## config.mk

```make
export PLATFORM = sky130hd
export DESIGN_NAME = fetch_queue_unit
export DESIGN_NICKNAME = d
export VERILOG_FILES = /design/src/rtl/fetch_pkg.sv /design/src/rtl/fetch_tag_fifo.sv /design/src/rtl/fetch_queue_unit.sv
export SDC_FILE = /design/constraint.sdc
export NUM_CORES = 1
export LEC_CHECK = 0
export BUFFER_PORTS_ARGS = -buffer_cell sky130_fd_sc_hd__buf_2
export CORE_MARGIN = 1
export CORE_UTILIZATION = 54
export DETAILED_ROUTE_END_ITERATION = 10
export GPL_ROUTABILITY_DRIVEN = 0
export GPL_TIMING_DRIVEN = 1
export PLACE_DENSITY_LB_ADDON = 0.3
export SLEW_MARGIN = 0
export SYNTH_ARGS = -nofsm -noshare
export SYNTH_HDL_FRONTEND = slang
export SYNTH_SLANG_ARGS = --single-unit
```

## constraint.sdc

```tcl
create_clock -name clk -period 4.4 [get_ports clk]
set_clock_uncertainty 0.1 [all_clocks]
set_input_delay 0.88 -clock clk [delete_from_list [all_inputs] [get_ports clk]]
set_output_delay 0.88 -clock clk [all_outputs]
set_load 0.1 [all_outputs]
```

## src/rtl/fetch_pkg.sv

```systemverilog
// Shared constants for the instruction fetch stage.
// Default reset vector, PC increment, word width and decode bubble encoding.
package fetch_pkg;

    localparam int unsigned INSTR_W_DEF  = 32;
    localparam int unsigned PC_STEP_DEF  = 4;
    localparam logic [31:0] RESET_PC_DEF = 32'h0000_0000;

    // addi x0, x0, 0: what decode inserts when no instruction is available
    localparam logic [INSTR_W_DEF-1:0] NOP_INSTR = 32'h0000_0013;

endpackage

```

## src/rtl/fetch_tag_fifo.sv

```systemverilog
// Prefetch queue of PC-tagged instruction slots.
// Slots are allocated on issue, filled in order by responses, popped by decode.
module fetch_tag_fifo
    import fetch_pkg::*;
#(
    parameter int unsigned DEPTH   = 4,
    parameter int unsigned ADDR_W  = 32,
    parameter int unsigned INSTR_W = INSTR_W_DEF
) (
    input  logic                      clk,
    input  logic                      rst,
    input  logic                      flush,
    input  logic                      alloc,
    input  logic [ADDR_W-1:0]         alloc_pc,
    input  logic                      fill,
    input  logic [INSTR_W-1:0]        fill_data,
    input  logic                      pop,
    output logic [$clog2(DEPTH):0]    count,
    output logic [$clog2(DEPTH):0]    unfilled,
    output logic                      head_filled,
    output logic [ADDR_W-1:0]         head_pc,
    output logic [INSTR_W-1:0]        head_instr
);

    localparam int unsigned PW = $clog2(DEPTH);
    localparam int unsigned CW = PW + 1;

    logic [ADDR_W-1:0]  pc_mem    [DEPTH];
    logic [INSTR_W-1:0] instr_mem [DEPTH];
    logic [DEPTH-1:0]   filled;
    logic [PW-1:0]      head;
    logic [PW-1:0]      tail;
    logic [PW-1:0]      fptr;

    // Pointer, occupancy and filled-flag bookkeeping; flush empties the queue
    always_ff @(posedge clk) begin
        if (rst || flush) begin
            head     <= '0;
            tail     <= '0;
            fptr     <= '0;
            count    <= '0;
            unfilled <= '0;
            filled   <= '0;
        end else begin
            if (alloc) begin
                filled[tail] <= 1'b0;
                tail         <= tail + PW'(1);
            end
            if (fill) begin
                filled[fptr] <= 1'b1;
                fptr         <= fptr + PW'(1);
            end
            if (pop) begin
                head <= head + PW'(1);
            end
            count    <= count + CW'(alloc) - CW'(pop);
            unfilled <= unfilled + CW'(alloc) - CW'(fill);
        end
    end

    // Slot payload storage; alloc and fill never target the same slot
    always_ff @(posedge clk) begin
        if (alloc) begin
            pc_mem[tail]    <= alloc_pc;
            instr_mem[tail] <= '0;
        end
        if (fill) begin
            instr_mem[fptr] <= fill_data;
        end
    end

    assign head_filled = (count != '0) && filled[head];
    assign head_pc     = (count != '0) ? pc_mem[head] : '0;
    assign head_instr  = (count != '0) ? instr_mem[head] : '0;

endmodule

```

## src/rtl/fetch_queue_unit.sv

```systemverilog
// Instruction fetch stage: PC, in-order read issue and prefetch buffering.
// Redirects flush the queue; responses still in flight are counted and dropped.
module fetch_queue_unit
    import fetch_pkg::*;
#(
    parameter int unsigned      ADDR_W     = 32,
    parameter int unsigned      INSTR_W    = INSTR_W_DEF,
    parameter int unsigned      PC_STEP    = PC_STEP_DEF,
    parameter logic [ADDR_W-1:0] RESET_PC  = ADDR_W'(RESET_PC_DEF),
    parameter int unsigned      FIFO_DEPTH = 4
) (
    input  logic               clk,
    input  logic               rst,
    input  logic               redirect_valid,
    input  logic [ADDR_W-1:0]  redirect_addr,
    output logic               mem_req_valid,
    input  logic               mem_req_ready,
    output logic [ADDR_W-1:0]  mem_req_addr,
    input  logic               mem_resp_valid,
    input  logic [INSTR_W-1:0] mem_resp_data,
    output logic               if_valid,
    input  logic               if_ready,
    output logic [INSTR_W-1:0] if_instr,
    output logic [ADDR_W-1:0]  if_pc
);

    localparam int unsigned CW = $clog2(FIFO_DEPTH) + 1;

    logic [ADDR_W-1:0] pc;
    logic [CW-1:0]     drop_cnt;
    logic [CW-1:0]     count;
    logic [CW-1:0]     unfilled;
    logic              issue;
    logic              fill;
    logic              pop;
    logic              resp_err;

    assign mem_req_valid = ~rst & ~redirect_valid & (count < CW'(FIFO_DEPTH));
    assign mem_req_addr  = pc;
    assign issue         = mem_req_valid & mem_req_ready;

    assign fill = mem_resp_valid & ~rst & ~redirect_valid
                & (drop_cnt == '0) & (unfilled != '0);
    assign pop  = if_valid & if_ready & ~redirect_valid & ~rst;

    // A response with nothing outstanding to match it
    assign resp_err = mem_resp_valid & ~rst
                    & (drop_cnt == '0) & (unfilled == '0);

    fetch_tag_fifo #(
        .DEPTH   (FIFO_DEPTH),
        .ADDR_W  (ADDR_W),
        .INSTR_W (INSTR_W)
    ) u_fifo (
        .clk         (clk),
        .rst         (rst),
        .flush       (redirect_valid),
        .alloc       (issue),
        .alloc_pc    (pc),
        .fill        (fill),
        .fill_data   (mem_resp_data),
        .pop         (pop),
        .count       (count),
        .unfilled    (unfilled),
        .head_filled (if_valid),
        .head_pc     (if_pc),
        .head_instr  (if_instr)
    );

    // PC advances on each accepted request; redirect loads the target
    always_ff @(posedge clk) begin
        if (rst) begin
            pc <= RESET_PC;
        end else if (redirect_valid) begin
            pc <= redirect_addr;
        end else if (issue) begin
            pc <= pc + ADDR_W'(PC_STEP);
        end
    end

    // Count responses still owed to flushed slots and swallow them
    always_ff @(posedge clk) begin
        if (rst) begin
            drop_cnt <= '0;
        end else if (redirect_valid) begin
            if (resp_err) begin
                drop_cnt <= '0;
            end else begin
                drop_cnt <= drop_cnt + unfilled - CW'(mem_resp_valid);
            end
        end else if (mem_resp_valid && (drop_cnt != '0)) begin
            drop_cnt <= drop_cnt - CW'(1);
        end
    end

    // Unmatched responses are ignored by the datapath but flagged here
    always_ff @(posedge clk) begin
        assert (!resp_err);
    end

endmodule

```

==> impl_metrics.env, run 1 <==
export IMPL_status="completed"
export IMPL_cts_tree="yes"
export IMPL_synthTopCellsByCount="256 x edfxtp_1, 135 x and2_1, 70 x nor2b_1"
export IMPL_max_vdd_ir_drop_v=0.0003372
export IMPL_synth_avg_cell_area_sq_um=14.54
export IMPL_finalCriticalPeriod_ns=3.558
export IMPL_syn_to_final_growth_pct=17.15
export IMPL_fin_tns_setup_ns=0
export IMPL_grt_pass1_vias=8417
export IMPL_crit_chain="buf_12, mux4_2, nor2b_1, buf_2"
export IMPL_syn_nets=1037
export IMPL_synth_most_common_cell="edfxtp_1"
export IMPL_synth_edf_count=256
export IMPL_post_cts_repair_setup_buffers=0
export IMPL_rows=58
export IMPL_worstSetupEndpointType="primary output"
export IMPL_met3_usage_pct=3.672
export IMPL_r2r_slack_ns=1.52
export IMPL_dp_hpwl_mm=18.45
export IMPL_hold_path_class="reg -> reg"
export IMPL_synthFlopType="edfxtp_1"
export IMPL_reg2reg_to="u_fifo.unfilled[2]$_SDFF_PP0_"
export IMPL_antenna_found_initial=3
export IMPL_synth_area_sq_mm=0.01375
export IMPL_wl_mm=29.43
export IMPL_fin_ws_ns=0.8420
export IMPL_gr_total_overflow=0
export IMPL_die_area_sq_mm=0.02611
export IMPL_initial_core_util_pct=54.77
export IMPL_p_leak_nw=6.012
export IMPL_clkTransAtPathRegs_ns=0.06
export IMPL_dp_slack_ns=1.119
export IMPL_drtAntennaViolNets=0
export IMPL_post_route_period_util_pct=80.86
export IMPL_cp_slowest_stage_delay_ns=0.65
export IMPL_async_flop_share_pct=0
export IMPL_critPathKind="reg -> out"
export IMPL_rsz0062_at_grt="false"
export IMPL_ys_ff_latch=309
export IMPL_timing_critical_path_buf_inv=2
export IMPL_yosysUniqueCellTypes=56
export IMPL_crit_path_start_kind="flop"
export IMPL_finalPower_mw=6.471
export IMPL_crit_arrival_ns=2.58
export IMPL_rr_worst_depth=9
export IMPL_crit_family="flip-flops"
export IMPL_hold_viol=0
export IMPL_worstPathMaxFanout=31
export IMPL_synth_largest_area_cell="edfxtp_1"
export IMPL_post_drt_wl_per_cell_um=19.94
export IMPL_fmax_ghz=0.2811
export IMPL_io_pins=168
export IMPL_grt_first_pass_wirelength_mm=46.25
export IMPL_syn_inst=946
export IMPL_seq_area_frac_synth_pct=63.62
export IMPL_hold_end="u_fifo.filled[1]$_SDFF_PP0_"
export IMPL_slew_headroom_pct=31.06
export IMPL_drc=0
export IMPL_io_buffer_count=167
export IMPL_cp_required_ns=3.42
export IMPL_ys_warn_count=0
export IMPL_regToRegStartpoint="u_fifo.unfilled[1]$_SDFF_PP0_"
export IMPL_maxSlewViolCount=0
export IMPL_setup_viol=0
export IMPL_cts_sinks=309
export IMPL_slowest_stage="dfxtp_4"
export IMPL_grt_util_met2_pct=38.03
export IMPL_cts_buffers=31
export IMPL_hold_buffers=0
export IMPL_viasPerCell=5.669
export IMPL_first_iter_violations=591
export IMPL_cts_max_level=1
export IMPL_grt_busiest_layer="met2"
export IMPL_grt_max_degree=65
export IMPL_synth_top_area_share_pct=55.90
export IMPL_worstHoldStart="u_fifo.filled[1]$_SDFF_PP0_"
export IMPL_die_x_um=161.6
export IMPL_core_area_sq_mm=0.02511
export IMPL_synth_area_leaders="edfxtp_1 56%, mux4_2 11%, dfxtp_1 7.7%, and2_1 6.1%, nor2b_1 3.2%"
export IMPL_drive_above_1_share_pct=27.82
export IMPL_powerDensity_mw_per_mm2=401.7
export IMPL_worst_slew_pin_slew_ns=1.026
export IMPL_die_y_um=161.6
export IMPL_track_usage_pct=23.13
export IMPL_vias=8368
export IMPL_gr_usage_met1_pct=31.57
export IMPL_clock_root_buffer="clkbuf_16"
export IMPL_cts_path_max_buffers=3
export IMPL_insertion_delay_ns=0.57
export IMPL_maxCapViolCount=0
export IMPL_postCtsResizedCells=0
export IMPL_fin_nets=1209
export IMPL_worst_hold_path_num_cells=2
export IMPL_drt_first_pass_iters=4
## worst reg2reg max path, stage by stage, from the launching register on
cell     delay, ns
dfxtp_1       0.34
nor3_1        0.84
nor3_1        0.18
ha_1          0.34
inv_1         0.04
ha_1          0.18
fa_1          0.38
xnor2_1       0.18
xnor2_1       0.14
nor2_1        0.05
## layer usage
layer  part of all wire, %  vias up  routed length, um
met4                   2.9        2                842
met3                   6.5       53               1907
met1                    42     4152              12340
met5                 0.044        -                 13
met2                    49      253              14330
li1                      -     3908                  -
## how the worst max path moves through the flow
stage / from / endpoint / slack (ns) / cells past startpoint
floorplan: redirect_valid / mem_req_valid / 0.43 / 6
global placement: rst / u_fifo.instr_mem[2][18]$_SDFFCE_PN0P_ / 1.14 / 6
detailed placement: rst / u_fifo.instr_mem[2][18]$_SDFFCE_PN0P_ / 1.12 / 6
CTS: flop / if_pc[23] / 0.77 / 4
global route: flop / if_pc[1] / 0.68 / 4
finish: flop / if_pc[23] / 0.84 / 4
## state kept, by name, indices dropped and copies added (netlist names), named ones only
register          flops
drop_cnt              3
mem_req_addr         32
u_fifo.count          3
u_fifo.filled         4
u_fifo.fptr           2
u_fifo.head           2
u_fifo.instr_mem    128
u_fifo.pc_mem       128
u_fifo.tail           2
u_fifo.unfilled       3
## metrics by stage
stage	instances	area, sq um	util, %	hold slack [ns]
final	1476	16110	64.16	0.4029
after global routing	1475	16110	64.15	0.4388
after CTS	1473	16100	64.13	0.3994
after detailed placement	1415	15040	59.90	0.3835
after global placement	1415	15040	59.90	0.3846
after floorplan	946	13750	-	0.3511
## report_power, final
part	switching (mW)	total [mW]	internal [mW]	leakage (nW)
Combinational	0.352	0.476	0.124	2.44
Clock	1.07	2.73	1.66	0.515
Sequential	0.0676	3.27	3.20	3.06
Total	1.49	6.47	4.98	6.01
## final cells by class
| class | instances | area [sq um] |
|---|---|---|
| Tap cell | 330 | 412.9 |
| Inverter | 31 | 116.4 |
| Multi-Input combinational cell | 554 | 4712 |
| Timing Repair Buffer | 191 | 1044 |
| Clock buffer | 37 | 808.3 |
| Fill cell | 1872 | 8999 |
| Antenna cell | 3 | 7.507 |
| Sequential cell | 309 | 8756 |
| Clock inverter | 21 | 254.0 |
## kinds of logic after synthesis
kind of cell	count (synthesis)	share of synthesized area (%)
DFF	309	63.62
xor gates and xnor gates	16	1.019
and+or+nand+nor	371	15.86
muxes	70	11.02
adders and majority gates	21	2.074
AOI/OAI and AO/OA	76	4.076
buffers and inverters	83	2.338
## layout by cell type, fill, tap and decap left out, drive strengths merged, types with 7 or more instances in the layout
cell / count
a21oi: 14
a311o: 7
and2: 135
buf: 191
clkbuf: 37
clkinv: 13
dfxtp: 53
edfxtp: 256
ha: 18
inv: 32
mux4: 65
nand2: 43
nand3: 15
nand4: 12
nor2: 31
nor2b: 70
nor3: 10
o21ai: 10
or4: 8
xnor2: 13
(Power assumes the default switching activity.)
==> run 2, diff against run 1 <==
- clock period: 4.4 -> 3.7 ns (I/O delays scaled with it)
==> impl_metrics.env, run 2 (same netlist as run 1, synthesis figures left out) <==
export IMPL_status="completed"
export IMPL_regToRegStartpoint="drop_cnt[0]$_SDFFE_PP0P_"
export IMPL_cp_required_ns=2.86
export IMPL_critPathKind="reg -> out"
export IMPL_maxSlewViolCount=0
export IMPL_worst_slew_pin_slew_ns=1.078
export IMPL_p_leak_nw=6.098
export IMPL_p_int_mw=6.082
export IMPL_postCtsResizedCells=0
export IMPL_drive_above_1_share_pct=28.96
export IMPL_syn_to_final_growth_pct=18.20
export IMPL_cts_tree="yes"
export IMPL_track_usage_pct=23.77
export IMPL_drtAntennaViolNets=0
export IMPL_clock_root_buffer="clkbuf_16"
export IMPL_wl_mm=30.42
export IMPL_grt_pass1_vias=8635
export IMPL_antenna_found_initial=1
export IMPL_rsz0062_at_grt="false"
export IMPL_core_area_sq_mm=0.02511
export IMPL_r2r_slack_ns=0.98
export IMPL_fin_nets=1217
export IMPL_setup_viol=0
export IMPL_max_vdd_ir_drop_v=0.0004697
export IMPL_crit_arrival_ns=2.61
export IMPL_worstSetupEndpointType="primary output"
export IMPL_rows=58
export IMPL_first_iter_violations=544
export IMPL_worstPathMaxFanout=26
export IMPL_post_cts_repair_setup_buffers=0
export IMPL_post_drt_wl_per_cell_um=20.54
export IMPL_io_pins=168
export IMPL_hold_viol=0
export IMPL_p_seq_share_pct=49.4
export IMPL_final_common_cell="edfxtp_1"
export IMPL_vias=8500
export IMPL_drt_first_pass_iters=5
export IMPL_hold_path_class="in -> reg"
export IMPL_die_y_um=161.6
export IMPL_endpoint="if_instr[19]"
export IMPL_crit_path_start_kind="flop"
export IMPL_cts_max_level=1
export IMPL_rr_worst_depth=11
export IMPL_switching_share_pct=22.51
export IMPL_dp_hpwl_mm=18.98
export IMPL_io_buffer_count=167
export IMPL_fin_cells=1481
export IMPL_finalCriticalPeriod_ns=3.449
export IMPL_cts_path_max_buffers=3
export IMPL_initial_core_util_pct=54.77
export IMPL_place_inst=1423
export IMPL_fin_tns_setup_ns=0
export IMPL_finalPower_mw=7.848
export IMPL_grt_first_pass_wirelength_mm=47.29
export IMPL_clkTransAtPathRegs_ns=0.06
export IMPL_insertion_delay_ns=0.54
export IMPL_maxCapViolCount=0
export IMPL_cts_buffers=31
export IMPL_die_area_sq_mm=0.02611
export IMPL_viasPerCell=5.739
export IMPL_grt_max_degree=66
export IMPL_comb_power_share_pct=7.3
export IMPL_slew_headroom_pct=27.44
export IMPL_power_clock_fraction_pct=43.2
export IMPL_cts_sinks=309
export IMPL_die_x_um=161.6
export IMPL_hold_buffers=0
export IMPL_fmax_ghz=0.2899
export IMPL_drc=0
export IMPL_switching_power_mw=1.766
export IMPL_most_common_layout_cells="256 x edfxtp_1, 166 x buf_2, 135 x and2_1"
export IMPL_gr_total_overflow=0
export IMPL_reg2reg_to="u_fifo.unfilled[2]$_SDFF_PP0_"
export IMPL_powerDensity_mw_per_mm2=482.9
export IMPL_post_route_period_util_pct=93.22
run 2: changes by cell type in the layout (fill, tap and decap cells not counted), sizes merged:
cell,change
clkbuf,-1
buf,+8
bufinv,+2
inv,-2
diode,-2
run 2: stage by stage:
| stage | cell area [sq um] | setup slack (ns) | hold slack (ns) | utilization [%] |
|---|---|---|---|---|
| 2_1_floorplan | 13750 | 0.006213 | 0.3511 | - |
| 3_3_place_gp | 15130 | 0.6791 | 0.3747 | 60.24 |
| 3_5_place_dp | 15130 | 0.6259 | 0.3763 | 60.24 |
| 4_1_cts | 16250 | 0.1720 | 0.3231 | 64.72 |
| 5_1_grt | 16250 | 0.09359 | 0.3527 | 64.73 |
| 6_report | 16250 | 0.2510 | 0.3379 | 64.73 |
run 2: cell type report:
class,count,area [sq um]
Timing Repair Buffer,199,1129
Fill cell,1874,8855
Tap cell,330,412.9
Multi-Input combinational cell,554,4712
Clock buffer,36,814.5
Antenna cell,1,2.502
Clock inverter,21,311.5
Inverter,31,116.4
Sequential cell,309,8756
run 2: how the worst min path moves through the flow:
| stage | start | end | slack, ns | depth (start not counted) |
|---|---|---|---|---|
| floorplan | u_fifo.filled[2]$_SDFF_PP0_ | u_fifo.filled[2]$_SDFF_PP0_ | 0.35 | 2 |
| global placement | u_fifo.filled[1]$_SDFF_PP0_ | u_fifo.filled[1]$_SDFF_PP0_ | 0.37 | 2 |
| detailed placement | u_fifo.filled[1]$_SDFF_PP0_ | u_fifo.filled[1]$_SDFF_PP0_ | 0.38 | 2 |
| CTS | redirect_addr[1] | mem_req_addr[1]$_SDFFE_PP0P_ | 0.32 | 3 |
| global route | redirect_addr[12] | mem_req_addr[12]$_SDFFE_PP0N_ | 0.35 | 3 |
| finish | redirect_addr[1] | mem_req_addr[1]$_SDFFE_PP0P_ | 0.34 | 3 |
run 2: worst max-delay path, cell delays in order, from the launching register on:
cell,delay (ns)
dfxtp_4,0.71
buf_4,0.33
mux4_2,0.54
nor2b_1,0.15
buf_2,0.33
run 2: power groups by stage:
stage                     clock (mW)  combinational [mW]  sequential (mW)
after floorplan                    0               0.248             4.10
after global routing            3.57               0.609             3.89
after detailed placement           0               0.574             3.95
final                           3.39               0.575             3.88
after CTS                       3.45               0.576             3.88
after global placement             0               0.567             3.95
run 2: per-layer routing:
metal / share of wire, % / GRT usage, %
met5: 0 / 0
met4: 3.0 / 8.533
met3: 5.6 / 3.082
met2: 49 / 39.28
met1: 43 / 32.59
